## config.mk

```make
export PLATFORM = sky130hd
export DESIGN_NAME = mixer_i2s_tx
export DESIGN_NICKNAME = d
export VERILOG_FILES = /design/src/rtl/mixer_i2s_tx.sv
export SDC_FILE = /design/constraint.sdc
export NUM_CORES = 1
export LEC_CHECK = 0
export BUFFER_PORTS_ARGS = -buffer_cell sky130_fd_sc_hd__buf_2
export CORE_ASPECT_RATIO = 0.8
export CORE_MARGIN = 3
export CORE_UTILIZATION = 40
export CTS_CLUSTER_SIZE = 40
export DETAILED_ROUTE_END_ITERATION = 16
export GPL_TIMING_DRIVEN = 1
export PLACE_DENSITY_LB_ADDON = 0.05
export SLEW_MARGIN = 20
export SYNTH_ARGS = -nofsm -noshare
export SYNTH_HDL_FRONTEND = slang
export SYNTH_SLANG_ARGS = --single-unit
```

## constraint.sdc

```tcl
create_clock -name clk -period 4.3 [get_ports clk]
set_input_delay 0.215 -clock clk [delete_from_list [all_inputs] [get_ports clk]]
set_output_delay 0.215 -clock clk [all_outputs]
set_load 0.005 [all_outputs]
```

## src/rtl/mixer_i2s_tx.sv

```systemverilog
// mixer_i2s_tx
//   Stereo output stage fed by the mixer core. Gained left/right pairs are
//   buffered in a small FIFO and serialized as a standard I2S stream.
//   FIFO overflow (dropped pair) and underflow (frame with no data) are
//   reported as sticky status bits.
//
// Ports
//   clk, rst_n          system clock, asynchronous active-low reset
//   ing_left/ing_right  signed samples of one stereo pair
//   ing_valid           pair valid (upstream ignores ing_ready)
//   ing_ready           FIFO not full
//   i2s_bclk            bit clock, period 2*BCLK_DIV_P clk
//   i2s_lrclk           word select, 0 = left, 1 = right
//   i2s_sdata           serial data, MSB first, changes after bclk falls
//   cr_enable           serializer run enable
//   cr_clear_status     one-cycle pulse clearing the sticky flags
//   sr_overflow         sticky: pair dropped on a full FIFO
//   sr_underflow        sticky: frame started with the FIFO empty
module mixer_i2s_tx #(
  parameter int AUDIO_WIDTH_P = 24,
  parameter int SLOT_WIDTH_P  = 32,
  parameter int BCLK_DIV_P    = 4,
  parameter int FIFO_DEPTH_P  = 4
) (
  input  logic                     clk,
  input  logic                     rst_n,
  input  logic [AUDIO_WIDTH_P-1:0] ing_left,
  input  logic [AUDIO_WIDTH_P-1:0] ing_right,
  input  logic                     ing_valid,
  output logic                     ing_ready,
  output logic                     i2s_bclk,
  output logic                     i2s_lrclk,
  output logic                     i2s_sdata,
  input  logic                     cr_enable,
  input  logic                     cr_clear_status,
  output logic                     sr_overflow,
  output logic                     sr_underflow
);

  localparam int FRAME_W = 2 * SLOT_WIDTH_P;
  localparam int PAIR_W  = 2 * AUDIO_WIDTH_P;
  localparam int DIV_W   = $clog2(BCLK_DIV_P);
  localparam int BIT_W   = $clog2(FRAME_W);
  localparam int PTR_W   = $clog2(FIFO_DEPTH_P);
  localparam int CNT_W   = PTR_W + 1;

  localparam logic [DIV_W-1:0] DIV_ZERO = DIV_W'(0);
  localparam logic [DIV_W-1:0] DIV_ONE  = DIV_W'(1);
  localparam logic [DIV_W-1:0] DIV_LAST = DIV_W'(BCLK_DIV_P - 1);
  localparam logic [BIT_W-1:0] BIT_ZERO = BIT_W'(0);
  localparam logic [BIT_W-1:0] BIT_ONE  = BIT_W'(1);
  localparam logic [BIT_W-1:0] BIT_LAST = BIT_W'(FRAME_W - 1);
  localparam logic [BIT_W-1:0] LR_FIRST = BIT_W'(SLOT_WIDTH_P - 1);
  localparam logic [BIT_W-1:0] LR_LAST  = BIT_W'(FRAME_W - 2);
  localparam logic [PTR_W-1:0] PTR_ZERO = PTR_W'(0);
  localparam logic [PTR_W-1:0] PTR_ONE  = PTR_W'(1);
  localparam logic [CNT_W-1:0] CNT_ZERO = CNT_W'(0);
  localparam logic [CNT_W-1:0] CNT_ONE  = CNT_W'(1);
  localparam logic [CNT_W-1:0] CNT_FULL = CNT_W'(FIFO_DEPTH_P);

  typedef enum logic [0:0] {
    ST_IDLE = 1'b0,
    ST_RUN  = 1'b1
  } state_t;

  state_t              state_r, state_nxt_s;
  logic [PAIR_W-1:0]   fifo_mem_r [FIFO_DEPTH_P];
  logic [PTR_W-1:0]    wr_ptr_r, rd_ptr_r;
  logic [CNT_W-1:0]    count_r, count_nxt_s;
  logic                ready_r;
  logic [DIV_W-1:0]    div_r;
  logic                bclk_r;
  logic [BIT_W-1:0]    bit_r;
  logic [FRAME_W-1:0]  frame_r;
  logic                lrclk_r, sdata_r, overflow_r, underflow_r;
  logic                empty_s, wr_en_s, drop_s, pop_s, underflow_evt_s;
  logic                bclk_fall_s, frame_end_s, frame_start_s;

  // Lay a pair out as one frame: each sample MSB-aligned in its slot, zero padded.
  function automatic logic [FRAME_W-1:0] build_frame(input logic [PAIR_W-1:0] pair);
    logic [FRAME_W-1:0] f;
    f = '0;
    f[FRAME_W-1 -: AUDIO_WIDTH_P]      = pair[PAIR_W-1 -: AUDIO_WIDTH_P];
    f[SLOT_WIDTH_P-1 -: AUDIO_WIDTH_P] = pair[AUDIO_WIDTH_P-1:0];
    return f;
  endfunction

  assign empty_s         = (count_r == CNT_ZERO);
  assign wr_en_s         = ing_valid & ready_r;
  assign drop_s          = ing_valid & ~ready_r;
  assign bclk_fall_s     = (state_r == ST_RUN) & (div_r == DIV_LAST) & bclk_r;
  assign frame_end_s     = bclk_fall_s & (bit_r == BIT_LAST);
  // Emptiness is judged on the registered count, so a pair written in the
  // frame-start cycle itself is not popped until the following frame.
  assign pop_s           = frame_start_s & ~empty_s;
  assign underflow_evt_s = frame_start_s & empty_s;

  // Next state and frame-start decode; a disable only takes effect at frame end.
  always_comb begin
    state_nxt_s   = state_r;
    frame_start_s = 1'b0;
    case (state_r)
      ST_IDLE: begin
        if (cr_enable) begin
          state_nxt_s   = ST_RUN;
          frame_start_s = 1'b1;
        end else begin
          state_nxt_s   = ST_IDLE;
        end
      end
      ST_RUN: begin
        if (frame_end_s) begin
          if (cr_enable) begin
            state_nxt_s   = ST_RUN;
            frame_start_s = 1'b1;
          end else begin
            state_nxt_s   = ST_IDLE;
          end
        end else begin
          state_nxt_s = ST_RUN;
        end
      end
      default: begin
        state_nxt_s = ST_IDLE;
      end
    endcase
  end

  // State register.
  always_ff @(posedge clk or negedge rst_n) begin
    if (!rst_n) begin
      state_r <= ST_IDLE;
    end else begin
      state_r <= state_nxt_s;
    end
  end

  // FIFO occupancy after this cycle's write and pop.
  always_comb begin
    count_nxt_s = count_r;
    case ({wr_en_s, pop_s})
      2'b10:   count_nxt_s = count_r + CNT_ONE;
      2'b01:   count_nxt_s = count_r - CNT_ONE;
      default: count_nxt_s = count_r;
    endcase
  end

  // FIFO pointers, occupancy and registered ready.
  always_ff @(posedge clk or negedge rst_n) begin
    if (!rst_n) begin
      wr_ptr_r <= PTR_ZERO;
      rd_ptr_r <= PTR_ZERO;
      count_r  <= CNT_ZERO;
      ready_r  <= 1'b1;
    end else begin
      wr_ptr_r <= wr_en_s ? (wr_ptr_r + PTR_ONE) : wr_ptr_r;
      rd_ptr_r <= pop_s ? (rd_ptr_r + PTR_ONE) : rd_ptr_r;
      count_r  <= count_nxt_s;
      ready_r  <= (count_nxt_s != CNT_FULL);
    end
  end

  // FIFO storage; contents are don't-care while the pointers mark them empty.
  always_ff @(posedge clk) begin
    if (wr_en_s) begin
      fifo_mem_r[wr_ptr_r] <= {ing_left, ing_right};
    end
  end

  // Bit-clock divider and bit counter; both restart at every frame start and in IDLE.
  always_ff @(posedge clk or negedge rst_n) begin
    if (!rst_n) begin
      div_r  <= DIV_ZERO;
      bclk_r <= 1'b0;
      bit_r  <= BIT_ZERO;
    end else if (frame_start_s || (state_nxt_s == ST_IDLE)) begin
      div_r  <= DIV_ZERO;
      bclk_r <= 1'b0;
      bit_r  <= BIT_ZERO;
    end else if (div_r == DIV_LAST) begin
      div_r  <= DIV_ZERO;
      bclk_r <= ~bclk_r;
      bit_r  <= bclk_r ? (bit_r + BIT_ONE) : bit_r;
    end else begin
      div_r  <= div_r + DIV_ONE;
      bclk_r <= bclk_r;
      bit_r  <= bit_r;
    end
  end

  // Frame shift register: MSB is always the bit for the current bit counter.
  always_ff @(posedge clk or negedge rst_n) begin
    if (!rst_n) begin
      frame_r <= '0;
    end else if (frame_start_s) begin
      frame_r <= pop_s ? build_frame(fifo_mem_r[rd_ptr_r]) : '0;
    end else if (bclk_fall_s) begin
      frame_r <= {frame_r[FRAME_W-2:0], 1'b0};
    end else begin
      frame_r <= frame_r;
    end
  end

  // Serial outputs follow the bit counter by one clk; lrclk leads each slot by one bit.
  always_ff @(posedge clk or negedge rst_n) begin
    if (!rst_n) begin
      sdata_r <= 1'b0;
      lrclk_r <= 1'b0;
    end else if (state_r == ST_RUN) begin
      sdata_r <= frame_r[FRAME_W-1];
      lrclk_r <= (bit_r >= LR_FIRST) && (bit_r <= LR_LAST);
    end else begin
      sdata_r <= 1'b0;
      lrclk_r <= 1'b0;
    end
  end

  // Sticky status; a set event outranks a simultaneous clear.
  always_ff @(posedge clk or negedge rst_n) begin
    if (!rst_n) begin
      overflow_r  <= 1'b0;
      underflow_r <= 1'b0;
    end else begin
      if (drop_s) begin
        overflow_r <= 1'b1;
      end else if (cr_clear_status) begin
        overflow_r <= 1'b0;
      end else begin
        overflow_r <= overflow_r;
      end
      if (underflow_evt_s) begin
        underflow_r <= 1'b1;
      end else if (cr_clear_status) begin
        underflow_r <= 1'b0;
      end else begin
        underflow_r <= underflow_r;
      end
    end
  end

  assign ing_ready    = ready_r;
  assign i2s_bclk     = bclk_r;
  assign i2s_lrclk    = lrclk_r;
  assign i2s_sdata    = sdata_r;
  assign sr_overflow  = overflow_r;
  assign sr_underflow = underflow_r;

endmodule

```

== Word level (Yosys, flattened, before mapping) ==
Memory sizes are Yosys's and may differ from the RTL's.
Index checks and enable logic that the tools add are counted.
Widths: inputs -> output; s select.

* Register bits after elaboration: 86
* Memory bits (writable): 192
* Memories: 1
* Output and inout port bits: 6
* Logic and storage cells: 71

* Add/subtract/negate cells: 6
* Bitwise gates (word level): 12
* Reduce and logical (&&, ||, !) cells: 9
* $lt $le $gt $ge: 2
* Equality and inequality tests: 5
* Multiplexer cells: 23

{| class="wikitable"
|+ Memory list
! name !! depth !! width !! rd ports !! clocked after memory_dff !! wr ports !! RTL line !! text
|-
| fifo_mem_r || 4 || 48 || 1 || 0 || 1 || 67 || <nowiki>logic [PAIR_W-1:0] fifo_mem_r [FIFO_DEPTH_P];</nowiki>
|}

{| class="wikitable"
|+ Operator list
! operator !! number
|-
| $mux 64 || 3
|-
| $mux 6 || 3
|-
| $mux 1 || 12
|-
| $reduce_bool 2->1 || 5
|-
| $and 1x1->1 || 7
|-
| $add 2x1->2 const B || 3
|-
| $add 6x1->6 const B || 1
|-
| $eq 6x6->1 const B || 1
|-
| $ge 6x5->1 const B || 1
|-
| $le 6x6->1 const B || 1
|-
| $pmux 3 s2 || 1
|-
| $not 1->1 || 5
|-
| $eq 2x2->1 const B || 2
|-
| $mux 2 || 2
|-
| $pmux 1 s2 || 2
|-
| $add 3x1->3 const B || 1
|-
| $logic_not 3->1 || 1
|-
| $ne 3x3->1 const B || 1
|-
| $sub 3x1->3 const B || 1
|-
| $eq 2x1->1 const B || 1
|-
| $reduce_and 2->1 || 1
|-
| $logic_and 1x1->1 || 1
|-
| $logic_or 1x1->1 || 1
|}

== Logic depth before layout (Yosys ltp) ==
* Word-level depth: 10
* Depth in mapped cells: 12
* Mapped depth without buffers: 11

== Worst setup path before layout ==
Ideal clock, no wire load.

* Path type: register -> register
* Start point: register div_r[0]
* End point: register ready_r, in the netlist ing_ready
* Stages on the path, launching flop included: 13
* Arrival time: 2.406 ns
* Clock period less this slack: 2.488 ns
* Required time: 4.218 ns
* Slack: 1.812 ns
* Buffers on the path: 1
* Setup time: 0.082 ns
* Cell sequence: dfrtp_1 ha_1 nand4_1 o21ai_2 clkbuf_1 and2_2 ha_1 inv_1 fa_1 xor2_1 nor2_1 xor2_1 nand2_1

* Word-level cells in the longest chain between the ends: 10

{| class="wikitable"
|+ RTL lines
! element !! RTL line !! text
|-
| from (decl) || 71 || <nowiki>logic [DIV_W-1:0] div_r;</nowiki>
|-
| from (signal assigned) || 185 || <nowiki>div_r <= div_r + DIV_ONE;</nowiki>
|-
| $eq 2x2->1 * || 91 || <nowiki>assign bclk_fall_s = (state_r == ST_RUN) & (div_r == DIV_LAST) & bclk_r;</nowiki>
|-
| $and 1x1->1 * (2 in series) || 91 ||
|-
| $and 1x1->1 * || 92 || <nowiki>assign frame_end_s = bclk_fall_s & (bit_r == BIT_LAST);</nowiki>
|-
| $mux 1 * || 112 || <nowiki>if (frame_end_s) begin</nowiki>
|-
| $pmux 1 s2 * || 102 || <nowiki>case (state_r)</nowiki>
|-
| $and 1x1->1 * || 95 || <nowiki>assign pop_s = frame_start_s & ~empty_s;</nowiki>
|-
| net pop_s || 76 || <nowiki>logic empty_s, wr_en_s, drop_s, pop_s, underflow_evt_s;</nowiki>
|-
| $eq 2x1->1 / $eq 2x2->1 (equally long branches) || 141 || <nowiki>case ({wr_en_s, pop_s})</nowiki>
|-
| $pmux 3 s2 * || 141 ||
|-
| net count_nxt_s[2] || 69 || <nowiki>logic [CNT_W-1:0] count_r, count_nxt_s;</nowiki>
|-
| $ne 3x3->1 * || 159 || <nowiki>ready_r <= (count_nxt_s != CNT_FULL);</nowiki>
|-
| to (signal assigned) || 159 ||
|-
| to (decl) || 70 || <nowiki>logic ready_r;</nowiki>
|}

Mark *: on every way through the listed nets, which the timed path passes. The rest lies on a longest branch.
A chain may end at the register's enable or synchronous reset.

== Worst setup path in the final report ==
* Start point: register count_r[1]
* End point: register ready_r, in the netlist ing_ready

* Word-level cells in the longest chain between the ends: 6

{| class="wikitable"
|+ RTL lines
! element !! RTL line !! text
|-
| from (decl) || 69 ||
|-
| from (signal assigned) || 158 || <nowiki>count_r <= count_nxt_s;</nowiki>
|-
| $logic_not 3->1 * || 88 || <nowiki>assign empty_s = (count_r == CNT_ZERO);</nowiki>
|-
| $not 1->1 * || 95 ||
|-
| $and 1x1->1 * || 95 ||
|-
| net pop_s || 76 ||
|-
| $eq 2x1->1 / $eq 2x2->1 (equally long branches) || 141 ||
|-
| $pmux 3 s2 * || 141 ||
|-
| net count_nxt_s[1] || 69 ||
|-
| $ne 3x3->1 * || 159 ||
|}

Marks and branches as above.

==> out/results.txt <==
WP data arrival: 3.03 ns
Synth warnings: 0
CTS tree: done
Post-route minimum period: 2.56 ns
Fill count: 2128
DRT Pass-1 Iters: 4
Clock Skew: 0.0111 ns
Num CTS Buffers: 28
# rows: 52
Antenna diodes: 0
Pin count of the biggest net entering global routing: 79
Clock net sink count: 270
Vias per inst: 5.24
CP Launch Type: flip-flop
Clk_lat worst skew: 0.53 ns
Placed Area: 11100 um^2
Multi-input gate area: 2560 um^2
Top post-synthesis cells by area: edfxtp_1, dfrtp_1, mux4_2
DRC Markers: 0
Largest area contributor in the netlist: edfxtp_1
Routed WL per cell: 20.4 um
Unrepaired setup endpoints after global routing: false
Setup bufs post-CTS: 0
Grt total ovfl: 0
Final slew viol count: 0
Sequential-to-total area share from yosys stat: 0.735
Top-area cell type share of the netlist area: 0.549
Class of the worst hold path: input port to async pin
Crit Path Class: flip-flop to flip-flop
IO Pins: 59
Final instance area: 12700 um^2
Peak supply drop: 0.000279 V
Maximum fanout along the worst path: 50
Die W: 187 um
Die H: 151 um
DRT iter0 DRCs: 316
CP Capture Type: flip-flop
Routability Congestion: 0.688
R2r endpoint: ing_ready
Worst r2r src: count_r[1]
Worst-case reg-to-reg path depth: 9
FF-to-FF setup slack: 1.74 ns
Actual slew at the worst max-slew pin: 0.879 ns
Finish-stage setup viols: 0
Storage cell area: 7720 um^2
WP data required: 4.77 ns
Max_slew headroom: 0.414
Final hold vios: 0
Layout area overhead: 21.1%
Max Clock Freq: 0.391 GHz
Max-cap violations: 0
Mapped cell area: 10500 um^2
GRT Total Usage: 0.156
Cell variety after synth: 39
H-tree levels: 1
CTS max path bufs: 3
Clock root buffer: clkbuf_16
Synthesized instance count: 566
Vias after detailed routing: 5527
Power per cell area: 519 nW/um^2
Avg Cell Area, Syn: 18.6 um^2
Initial Util: 0.411
First-pass GRT wire length: 34000 um
Part of the cycle the worst path needs: 0.595
Synthesized Nets: 628
Final WL: 21500 um
Antenna Nets Post-Route: 0
Die footprint: 28300 um^2
Initial antenna violation count: 1
Status: complete, no violations
Vias in the first global route: 5786
Seq cells post-synth: 270
TNS Setup: 0 ns
Nets: 743
DP HPWL: 11100 um
Leakage power total: 4.80 nW
IO Port Bufs: 58
Core area: 25600 um^2
Layout cells sized above 1: 0.236
CTS clock-pin slew for the worst setup and hold paths: 0.06 ns
## flip-flops by register name (all words and copies together), names as in the netlist
signal	cells
i2s_sdata	1
state_r	1
wr_ptr_r	2
frame_r	56
i2s_bclk	1
sr_overflow	1
rd_ptr_r	2
count_r	3
div_r	2
fifo_mem_r	192
bit_r	6
i2s_lrclk	1
ing_ready	1
sr_underflow	1
## worst max-delay path by stage
stage          startpoint          end  slack [ns]  cells after the start
2_1_floorplan    div_r[0]    ing_ready        1.81                     12
3_3_place_gp     div_r[0]  frame_r[20]        1.76                      4
3_5_place_dp   count_r[0]    ing_ready        1.70                     10
4_1_cts        count_r[0]    ing_ready        1.70                     10
5_1_grt        count_r[0]    ing_ready        1.55                     10
6_report       count_r[1]    ing_ready        1.74                      9
## where the power goes
group          switching, mW  total [mW]  internal (mW)
registers             0.0887        3.30           3.21
logic                  0.422       0.623          0.201
clock network          0.984        2.68           1.69
## cells by family (layout without fill, tap and decap cells)
family,count (synthesis),after routing,synth area share
xor gates and xnor gates,10,10,0.00834
buffers and inverters,44,181,0.0250
adders and majority gates,9,9,0.0114
muxes,49,49,0.106
and+or+nand+nor,114,114,0.0575
AOI/OAI and AO/OA,70,70,0.0568
DFF,270,270,0.735
## synth_stat cells
cell	count
a21boi_0	1
a21o_1	1
a21oi_1	11
a221o_1	42
a22o_1	1
a311oi_1	1
and2_1	4
and2_2	1
and3_1	48
buf_12	4
buf_2	8
buf_6	3
clkbuf_1	19
dfrtp_1	77
dfstp_2	1
edfxtp_1	192
fa_1	1
ha_1	8
inv_1	10
mux2_2	1
mux4_1	6
mux4_2	42
nand2_1	25
nand2b_1	2
nand3_1	9
nand3_2	1
nand4_1	2
nor2_1	16
nor2b_1	1
nor3_1	1
nor3b_1	1
o21ai_0	4
o21ai_2	1
o22ai_1	2
o311a_1	1
o31ai_1	5
or3_1	3
xnor2_1	6
xor2_1	4
## what timing repair did
action                                 CTS  global route
gates resized for setup                  0             0
endpoints found under the hold margin  272             0
hold buffers                            53             0
## metal layers
| layer | wire, um | GRT usage | up-vias |
|---|---|---|---|
| met1 | 10300 | 0.225 | 2893 |
| met4 | 382 | 0.0325 | 2 |
| met2 | 10000 | 0.253 | 98 |
| met5 | 7 | 0 | - |
| met3 | 822 | 0.0282 | 28 |
| li1 | - | - | 2506 |
## critical path, cell delays in order, from the launching register on
cell,delay (ns)
dfrtp_1,0.40
or3_1,0.38
buf_4,0.30
and2_2,0.30
ha_1,0.21
inv_1,0.07
fa_1,0.41
o21ai_0,0.27
nor2_1,0.07
nand2_1,0.08
## cells in the final DEF (no fill, tap or decap), types with 2 or more instances in the layout
master,count
clkinv_1,2
dfrtp_1,75
nand2b_1,2
ha_1,8
buf_2,57
clkbuf_1,4
xnor2_1,6
nand2_1,25
o21ai_0,4
nor2_1,16
nand3_1,9
inv_1,10
bufinv_16,6
clkbuf_16,29
and2_1,4
edfxtp_1,192
clkinv_2,2
mux4_2,42
clkbuf_8,6
o22ai_1,2
clkinvlp_4,2
nand4_1,2
and3_4,4
mux4_1,6
a21oi_1,10
xor2_1,4
buf_4,6
or3_1,3
a221o_1,42
dlygate4sd3_1,53
o31ai_1,5
and3_1,44
## cell type report
class	count	share of cell area
sequential	270	0.607
multi-input combinational	252	0.201
timing repair buffer	119	0.0719
clock buffer	39	0.0647
tap	351	0.0345
clock inverter	13	0.0174
inverter	10	0.00295
## per-stage QoR
stage | power [mW] | setup WS, ns | instances | hold slack, ns | utilization
3_3_place_gp | 3.94 | 1.76 | 947 | 0.420 | 0.434
2_1_floorplan | 3.67 | 1.81 | 566 | -0.0806 | -
3_5_place_dp | 3.98 | 1.70 | 949 | 0.430 | 0.436
5_1_grt | 6.90 | 1.55 | 1054 | 0.373 | 0.498
4_1_cts | 6.70 | 1.70 | 1054 | 0.401 | 0.497
6_report | 6.60 | 1.74 | 1054 | 0.290 | 0.498
No activity file was read; power rests on OpenSTA's default activity.
